[config.mk]
export PLATFORM = sky130hd
export DESIGN_NAME = tcd1304_timing_gen
export DESIGN_NICKNAME = d
export VERILOG_FILES = /design/src/rtl/tcd1304_pkg.sv /design/src/rtl/tcd1304_fm_div.sv /design/src/rtl/tcd1304_timing_gen.sv
export SDC_FILE = /design/constraint.sdc
export NUM_CORES = 1
export LEC_CHECK = 0
export ABC_AREA = 1
export BUFFER_PORTS_ARGS = -buffer_cell sky130_fd_sc_hd__clkbuf_2
export CORE_MARGIN = 10
export CORE_UTILIZATION = 70
export DETAILED_ROUTE_END_ITERATION = 10
export GPL_TIMING_DRIVEN = 1
export PLACE_DENSITY = 0.95
export SYNTH_ARGS = -nofsm -noshare
export SYNTH_HDL_FRONTEND = slang
export SYNTH_SLANG_ARGS = --single-unit
[constraint.sdc]
create_clock -name clk -period 9.9 [get_ports clk]
set_input_delay 1.98 -clock clk [delete_from_list [all_inputs] [get_ports clk]]
set_output_delay 1.98 -clock clk [all_outputs]
set_load 0.02 [all_outputs]
[src/rtl/tcd1304_pkg.sv]
// Shared types and constants for the TCD1304 linear-CCD timing generator.
package tcd1304_pkg;

    localparam int PER_W  = 20;
    localparam int DIV_W  = 8;
    localparam int PROD_W = PER_W + DIV_W;

    localparam int DEF_CLK_DIV   = 50;
    localparam int DEF_SH_WIDTH  = 4;
    localparam int DEF_ICG_LEAD  = 1;
    localparam int DEF_ICG_TRAIL = 2;
    localparam int MIN_FRAME     = 14776;

    typedef enum logic [1:0] {
        ST_IDLE  = 2'd0,
        ST_PRIME = 2'd1,
        ST_RUN   = 2'd2
    } state_e;

    typedef struct packed {
        logic [PER_W-1:0] period;
        logic [DIV_W-1:0] icg_div;
        logic [1:0]       phase;
    } cfg_t;

endpackage

[src/rtl/tcd1304_fm_div.sv]
// fM divider: clk_2m is a registered 50% clock, fm_tick marks the last system clock of each fM period.
module tcd1304_fm_div
    import tcd1304_pkg::*;
#(
    parameter int CLK_DIV = DEF_CLK_DIV
) (
    input  logic clk,
    input  logic rst,
    output logic clk_2m,
    output logic fm_tick
);

    localparam int CW = $clog2(CLK_DIV);

    logic [CW-1:0] div_cnt;
    logic [CW-1:0] div_nxt;

    assign fm_tick = (div_cnt == CW'(CLK_DIV - 1));
    assign div_nxt = fm_tick ? '0 : div_cnt + CW'(1);

    // clk_2m is derived from the next count so its rising edge lands on the edge after fm_tick
    always_ff @(posedge clk) begin
        if (rst) begin
            div_cnt <= '0;
            clk_2m  <= 1'b0;
        end else begin
            div_cnt <= div_nxt;
            clk_2m  <= (div_nxt < CW'(CLK_DIV / 2));
        end
    end

endmodule

[src/rtl/tcd1304_timing_gen.sv]
// TCD1304 SH/ICG sequencer with frame-boundary config apply and downstream load/phase handoff.
module tcd1304_timing_gen
    import tcd1304_pkg::*;
#(
    parameter int CLK_DIV   = DEF_CLK_DIV,
    parameter int SH_WIDTH  = DEF_SH_WIDTH,
    parameter int ICG_LEAD  = DEF_ICG_LEAD,
    parameter int ICG_TRAIL = DEF_ICG_TRAIL,
    parameter int MIN_FRAME = tcd1304_pkg::MIN_FRAME
) (
    input  logic             clk,
    input  logic             rst,
    input  logic             enable,
    input  logic [PER_W-1:0] cfg_sh_period,
    input  logic [DIV_W-1:0] cfg_icg_div,
    input  logic [1:0]       cfg_sync_phase,
    input  logic             cfg_valid,
    output logic             cfg_ready,
    output logic             cfg_err,
    output logic             clk_2m,
    output logic             tcd1304_sh,
    output logic             tcd1304_icg,
    output logic             tcd1304_load,
    output logic [1:0]       sync_phase,
    output logic             frame_start
);

    localparam int MIN_PER = SH_WIDTH + ICG_LEAD + ICG_TRAIL + 1;

    logic             fm_tick;
    state_e           state;
    cfg_t             pend;
    logic             pend_vld;
    logic [PER_W-1:0] act_p;
    logic [DIV_W-1:0] act_d;
    logic             act_vld;
    logic [PER_W-1:0] cur_p;
    logic [DIV_W-1:0] cur_d;
    logic [PER_W-1:0] per_cnt;
    logic [DIV_W-1:0] idx;
    logic [PER_W-1:0] prime_cnt;

    logic [PROD_W-1:0] prod;
    logic              cfg_ok;
    logic              accept;
    logic              last_idx;
    logic              wrap;
    logic              frame_wrap;
    logic              bnd_hit;
    logic              start;
    logic              apply;
    logic [PER_W-1:0]  run_per;
    logic [DIV_W-1:0]  run_idx;
    logic [PER_W-1:0]  nxt_p;
    logic [DIV_W-1:0]  nxt_d;
    logic              run_sh;
    logic              run_icg;

    tcd1304_fm_div #(.CLK_DIV(CLK_DIV)) u_fm_div (
        .clk     (clk),
        .rst     (rst),
        .clk_2m  (clk_2m),
        .fm_tick (fm_tick)
    );

    assign cfg_ready = ~pend_vld;
    assign accept    = cfg_valid & cfg_ready;
    assign prod      = PROD_W'(cfg_sh_period) * PROD_W'(cfg_icg_div);
    assign cfg_ok    = (cfg_sh_period >= PER_W'(MIN_PER)) && (cfg_icg_div != '0)
                    && (prod >= PROD_W'(MIN_FRAME));

    assign last_idx   = (idx == cur_d - DIV_W'(1));
    assign wrap       = (per_cnt == cur_p - PER_W'(1));
    assign frame_wrap = wrap & last_idx;
    // Boundary is the tick that moves per_cnt onto P-ICG_LEAD in the last pulse, i.e. where ICG falls
    assign bnd_hit    = (state == ST_RUN) && fm_tick && last_idx
                     && (per_cnt == cur_p - PER_W'(ICG_LEAD + 1));
    assign start      = (state == ST_IDLE) && fm_tick && enable && (pend_vld || act_vld);
    assign apply      = pend_vld && (start || (bnd_hit && enable));

    always_comb begin
        run_per = wrap ? '0 : per_cnt + PER_W'(1);
        run_idx = idx;
        if (wrap)
            run_idx = last_idx ? '0 : idx + DIV_W'(1);
        nxt_p   = frame_wrap ? act_p : cur_p;
        nxt_d   = frame_wrap ? act_d : cur_d;
        run_sh  = (run_per < PER_W'(SH_WIDTH));
        run_icg = !(((run_idx == '0) && (run_per < PER_W'(SH_WIDTH + ICG_TRAIL)))
                 || ((run_idx == nxt_d - DIV_W'(1)) && (run_per >= nxt_p - PER_W'(ICG_LEAD))));
    end

    always_ff @(posedge clk) begin
        if (rst) begin
            state        <= ST_IDLE;
            pend         <= '0;
            pend_vld     <= 1'b0;
            act_p        <= '0;
            act_d        <= '0;
            act_vld      <= 1'b0;
            cur_p        <= '0;
            cur_d        <= '0;
            per_cnt      <= '0;
            idx          <= '0;
            prime_cnt    <= '0;
            cfg_err      <= 1'b0;
            tcd1304_sh   <= 1'b0;
            tcd1304_icg  <= 1'b1;
            tcd1304_load <= 1'b0;
            sync_phase   <= 2'd0;
            frame_start  <= 1'b0;
        end else begin
            cfg_err      <= accept & ~cfg_ok;
            tcd1304_load <= start | apply;
            frame_start  <= 1'b0;

            if (accept && cfg_ok) begin
                pend.period  <= cfg_sh_period;
                pend.icg_div <= cfg_icg_div;
                pend.phase   <= cfg_sync_phase;
                pend_vld     <= 1'b1;
            end else if (apply) begin
                pend_vld <= 1'b0;
            end

            // Applied config waits in act_* until the running frame wraps
            if (apply) begin
                act_p      <= pend.period;
                act_d      <= pend.icg_div;
                act_vld    <= 1'b1;
                sync_phase <= pend.phase;
            end

            case (state)
                ST_IDLE: begin
                    if (start) begin
                        state       <= ST_PRIME;
                        prime_cnt   <= '0;
                        tcd1304_icg <= 1'b0;
                        cur_p       <= pend_vld ? pend.period  : act_p;
                        cur_d       <= pend_vld ? pend.icg_div : act_d;
                    end
                end
                ST_PRIME: begin
                    if (fm_tick) begin
                        if (prime_cnt == PER_W'(ICG_LEAD - 1)) begin
                            state       <= ST_RUN;
                            per_cnt     <= '0;
                            idx         <= '0;
                            tcd1304_sh  <= 1'b1;
                            frame_start <= 1'b1;
                        end else begin
                            prime_cnt <= prime_cnt + PER_W'(1);
                        end
                    end
                end
                ST_RUN: begin
                    if (fm_tick) begin
                        if (bnd_hit && !enable) begin
                            state       <= ST_IDLE;
                            tcd1304_sh  <= 1'b0;
                            tcd1304_icg <= 1'b1;
                        end else begin
                            per_cnt     <= run_per;
                            idx         <= run_idx;
                            cur_p       <= nxt_p;
                            cur_d       <= nxt_d;
                            tcd1304_sh  <= run_sh;
                            tcd1304_icg <= run_icg;
                            frame_start <= frame_wrap;
                        end
                    end
                end
                default: state <= ST_IDLE;
            endcase
        end
    end

endmodule

; ---- Word-level counts from Yosys, hierarchy flattened
; Index checks and enable logic that the tools add are counted.
[op_classes]
add_sub_neg = 9
mul = 1
n_div = 0
n_lt_le_gt_ge = 6
n_eq_ne = 14
n_shift = 0
muxes = 52
bitwise = 6
n_reduce_logical = 33
[ops]
columns = op, count
row1 = 20-bit two-way mux, 13
row2 = 20-bit one-hot mux with 2 select lines, 3
row3 = 8-bit two-way mux, 11
row4 = "20-bit by 1-bit adder with 20-bit output, second input constant", 2
row5 = 20-bit == test, 2
row6 = "20-bit by 3-bit less-than comparator with 1-bit output, second input constant", 2
row7 = "20-bit by 1-bit subtractor with 20-bit output, second input constant", 2
row8 = 8-bit one-hot mux with 2 select lines, 2
row9 = "28-bit by 14-bit >= comparator with 1-bit output, second input constant", 1
row10 = 20-bit by 8-bit multiplier with 28-bit output, 1
row11 = 20-bit >= comparator, 1
row12 = "20-bit by 4-bit >= comparator with 1-bit output, second input constant", 1
row13 = 20-bit zero test, 1
row14 = "20-bit by 2-bit subtractor with 20-bit output, second input constant", 1
row15 = 8-bit == test, 2
row16 = "8-bit by 1-bit subtractor with 8-bit output, second input constant", 2
row17 = 1-bit logical AND, 14
row18 = 1-bit two-way mux, 13
row19 = "2-bit != test, second input constant", 6
row20 = 4-bit AND reduction, 3
row21 = 2-bit two-way mux, 5
row22 = 5-bit AND reduction, 2
row23 = "8-bit by 1-bit adder with 8-bit output, second input constant", 1
row24 = 8-bit zero test, 1
row25 = 18 further kinds, 29
[totals]
reg_bits = 152
latchBits = 0
ram_bits = 0
rom_bits = 0
wordCells = 142
mem_count = 0

; ---- Longest topological paths before layout
[depth]
ltp_word = 12
depth_mapped = 42

; ---- By module
; Synthesis repeated with hierarchy kept, for this count alone.
[hier_totals]
hier_cells = 2440
hier_area_um2 = 16030.4
[by_module_without_submodules]
columns = mod, n_inst, cells_per_inst, area_per_inst_um2
row1 = tcd1304_timing_gen, 1, 2392, 15673.8
row2 = tcd1304_fm_div, 1, 48, 356.6

; ---- Least setup slack after synthesis
; OpenSTA, ideal clock, no wires.
[synth_timing]
path_type = input -> register
from = input cfg_icg_div[7]
to = register pend[1] (netlist bit)
setup_ns = 0.110
t_arrival_ns = 6.743
t_required_ns = 9.790
path_slack_ns = 3.047
stages = 25
path_buffers = 2
path_cell_list = clkbuf_1 -> nand2_1 -> fa_1 -> inv_1 -> fa_1 -> fa_1 -> fa_1 -> ha_1 -> nand2_1 -> o21ai_0 -> a21oi_1 -> o21ai_0 -> nand2_1 -> nand2_1 -> nand2_1 -> o211ai_1 -> a21oi_1 -> or2_2 -> inv_1 -> nor3_1 -> nand2_1 -> clkbuf_1 -> nand4_1 -> nand2_1 -> nor2_1
[synth_via]
elab_chain_len = 4
[synth_rtl]
columns = element, line
row1 = "start, declared", tcd1304_timing_gen.sv:15  ; input logic [DIV_W-1:0] cfg_icg_div,
row2 = 20-bit by 8-bit multiplier with 28-bit output or 8-bit nonzero test (tied branches), "tcd1304_timing_gen.sv:68, tcd1304_timing_gen.sv:69"
row3 = 28-bit by 14-bit >= comparator with 1-bit output or 1-bit logical AND (tied branches), "tcd1304_timing_gen.sv:70, tcd1304_timing_gen.sv:69"
row4 = 1-bit logical AND (*), tcd1304_timing_gen.sv:70  ; && (prod >= PROD_W'(MIN_FRAME));
row5 = 1-bit logical AND (*), tcd1304_timing_gen.sv:117  ; if (accept && cfg_ok) begin
row6 = "end, declared", tcd1304_timing_gen.sv:32  ; cfg_t pend;
; Every way passes the cells marked *; elsewhere a longest branch is shown, timed or not.
; A chain may end at the register's enable or synchronous reset.

; ---- Worst setup path in the final report
[layout_timing]
from = input cfg_icg_div[7]
to = register pend[6] (netlist bit)
; The elaborated chain is that of the path after synthesis.

==> impl_metrics.env <==
export IMPL_dieHeight_um=173
export IMPL_fmax_mhz=122
export IMPL_final_cell_area_um2=17100
export IMPL_status="finished, final reports clean"
export IMPL_worst_slack_ns=1.68
export IMPL_start_util_pct=71.5
export IMPL_crit_fanout=32
export IMPL_drv_cap=0
export IMPL_grt_overflow_total=0
export IMPL_cts_buffer_depth=2
export IMPL_antenna_cells=0
export IMPL_tightestPinTransition_ns=1.12
export IMPL_required_ns=10.27
export IMPL_rrSetupSlack_ns=3.58
export IMPL_finalSetupViolCount=0
export IMPL_synthAdderAreaFrac_pct=19.6
export IMPL_min_period_ns=8.22
export IMPL_clk_pin_slew_worst_paths_ns=0.07
export IMPL_grt_antenna_before_repair=1
export IMPL_grt_pass1_vias=16200
export IMPL_ctsResizeCount=0
export IMPL_crit_type="in2reg"
export IMPL_yosys_warnings=0
export IMPL_synth_top_family_by_area="simple AND/OR/NAND/NOR gates"
export IMPL_core_um2=22800
export IMPL_synth_common_cells="634 x nand2_1, 453 x inv_1, 224 x nor2_1"
export IMPL_final_core_utilization_pct=75.0
export IMPL_ys_types=63
export IMPL_fin_nets=2678
export IMPL_layout_drive_gt1_share_pct=6.81
export IMPL_grt_pass1_wl_mm=75.9
export IMPL_power_w=0.00329
export IMPL_synthXorXnorAreaFrac_pct=4.94
export IMPL_avgSynthCellArea_um2=6.54
export IMPL_crit_path_end_kind="register"
export IMPL_synth_top_area_share_pct=18.7
export IMPL_viasPerCell=5.86
export IMPL_die_area_um2=29800
export IMPL_synth_most_common_cell="nand2_1"
export IMPL_fin_skew_ns=0.0107
export IMPL_gp_congestion=0.956
export IMPL_yosysSeqAreaShare_pct=18.7
export IMPL_htree_levels=4
export IMPL_synthSimpleGateAreaFrac_pct=31.0
export IMPL_clock_sinks=152
export IMPL_critPathArrivalTime_ns=8.60
export IMPL_syn_to_final_growth_pct=4.87
export IMPL_cts_tree="built"
export IMPL_clock_latency_ns=0.44
export IMPL_drt_wirelength_per_cell_um=16.4
export IMPL_post_place_ws_ns=1.37
export IMPL_vdd_ir_drop_max_uv=225
export IMPL_synth_fp_nets=2715
export IMPL_drv_slew=0
export IMPL_worstHoldPathType="reg2reg"
export IMPL_synthCells=2491
export IMPL_num_rows=55
export IMPL_cts_root_buf="clkbuf_16"
export IMPL_synthMuxAreaShare_pct=0
export IMPL_place_area_um2=16500
export IMPL_drt_iter0_markers=1979
export IMPL_hpwl_mm=34.5
export IMPL_holdBufCountCts=0
export IMPL_cts_setup_buffers=0
export IMPL_numCtsBuffers=17
export IMPL_ys_seq_elements=152
export IMPL_drtAntennaViolNets=0
export IMPL_synth_top_area_cell="dfxtp_1"
export IMPL_place_port_buffers=42
export IMPL_synth_compound_area_share_pct=12.2
export IMPL_drc=0
export IMPL_layout_worst_path_cycle_share_pct=83.1
export IMPL_hold_violations=0
export IMPL_rsz0062_at_grt="false"
export IMPL_pin_count=43
export IMPL_syn_area_um2=16300
export IMPL_crit_path_start_kind="input pin"
export IMPL_maxSlewHeadroom_pct=25.0
export IMPL_setup_tns_ns=0
export IMPL_die_w_um=173
export IMPL_leakage_nw=9.14
export IMPL_drtPass1Iterations=6
export IMPL_async_reset_ff_share_pct=0
export IMPL_synth_ff_type="dfxtp_1"
export IMPL_grt_max_degree=67
export IMPL_routed_wl_mm=45.5
export IMPL_yosys_top_cells_area="dfxtp_1 19%, nand2_1 15%, fa_1 13%"
export IMPL_powerDensity_nw_per_um2=193
export IMPL_gr_usage_all_layers_pct=29.9
export IMPL_synth_edf_count=0
export IMPL_vias=16300
## cells by family (layout without fill, tap and decap cells)
kind of cell | Yosys count | after routing
flip-flops | 152 | 152
buffers and inverters | 574 | 550
adder cells (fa/ha/maj) | 190 | 190
AND/OR/NAND/NOR | 1146 | 1146
XOR/XNOR | 91 | 91
AO/OA/AOI/OAI | 338 | 338
## sequential cells by signal, summed over array words and instances, names as in the netlist
register	cells
pend	30
act_p	20
cur_p	20
per_cnt	20
prime_cnt	20
act_d	8
cur_d	8
idx	8
u_fm_div.div_cnt	6
state	2
sync_phase	2
act_vld	1
cfg_err	1
frame_start	1
pend_vld	1
tcd1304_icg	1
tcd1304_load	1
tcd1304_sh	1
u_fm_div.clk_2m	1
## report_power, final
part	switching [W]	internal, W
logic	0.00126	0.000722
registers	0.0000262	0.000637
clock network	0.000294	0.000352
total	0.00158	0.00171
## per-layer routing
metal  part of all wire, %  track usage [%]  vias up
met2                    48             50.4      894
met3                   8.7             5.39      188
met1                    39             36.1     7481
met5                     0                0        -
met4                   4.1             14.0        0
li1                      -                -     7739
## critical path, cell delays in order
cell	delay, ns
clkbuf_2	0.41
nand2_1	0.17
fa_1	0.56
inv_1	0.06
fa_1	0.51
fa_1	0.53
fa_1	0.50
ha_1	0.36
nand2_1	0.08
o21ai_0	0.17
a21oi_1	0.09
o21ai_0	0.42
nand2_1	0.09
nand2_1	0.12
nand2_1	0.06
o211ai_1	0.17
a21oi_1	0.14
or2_2	0.29
inv_1	0.05
nor3_1	0.04
nand2_1	0.08
buf_4	0.30
nand3_1	0.85
nand2_1	0.35
inv_1	0.08
nor2_1	0.11
## layout make-up
type	count	area, µm²
fill	1761	5700
clock inverter	14	136
clock buffer	18	429
timing repair buffer	51	278
inverter	467	1760
multi-input combinational	1765	11000
tap	313	392
sequential	152	3040
## path summary, 6_finish.rpt
kind,start,endpoint,depth (start not counted)
max,cfg_icg_div[7],pend[6],26
min,prime_cnt[19],prime_cnt[19],1
max reg2reg,cur_p[1],tcd1304_icg,37
min reg2reg,prime_cnt[19],prime_cnt[19],1
## placed cells by master (no fill, tap or decap), types with 5 or more instances in the layout
master / netlist / routed
nand2_1: 634 / 634
a22oi_1: 19 / 19
a221oi_1: 13 / 13
nor4_1: 14 / 14
o21ai_1: 8 / 8
a31oi_1: 14 / 14
nand3b_1: 9 / 9
nor2_4: 12 / 12
dfxtp_1: 152 / 152
buf_4: 1 / 9
fa_1: 108 / 108
nand2_2: 11 / 11
o21a_1: 5 / 5
nor2_1: 224 / 222
o21ai_0: 101 / 101
nor2_2: 16 / 18
nor3_1: 38 / 38
clkbuf_2: 1 / 42
nand3_1: 84 / 84
xnor2_1: 16 / 16
xor2_1: 74 / 74
o211ai_1: 6 / 6
inv_2: 11 / 11
a211oi_1: 27 / 27
ha_1: 82 / 82
clkbuf_16: 0 / 17
nand4_1: 72 / 72
a21oi_1: 121 / 121
inv_1: 453 / 453
o21ai_2: 7 / 7
## stage by stage
step	hold WS, ns	std cells
CTS	0.455	2780
global route	0.490	2780
finish	0.452	2780
floorplan	0.424	2491
global placement	0.441	2748
detailed placement	0.446	2748
Note: power is estimated with default switching activity, not from simulation.
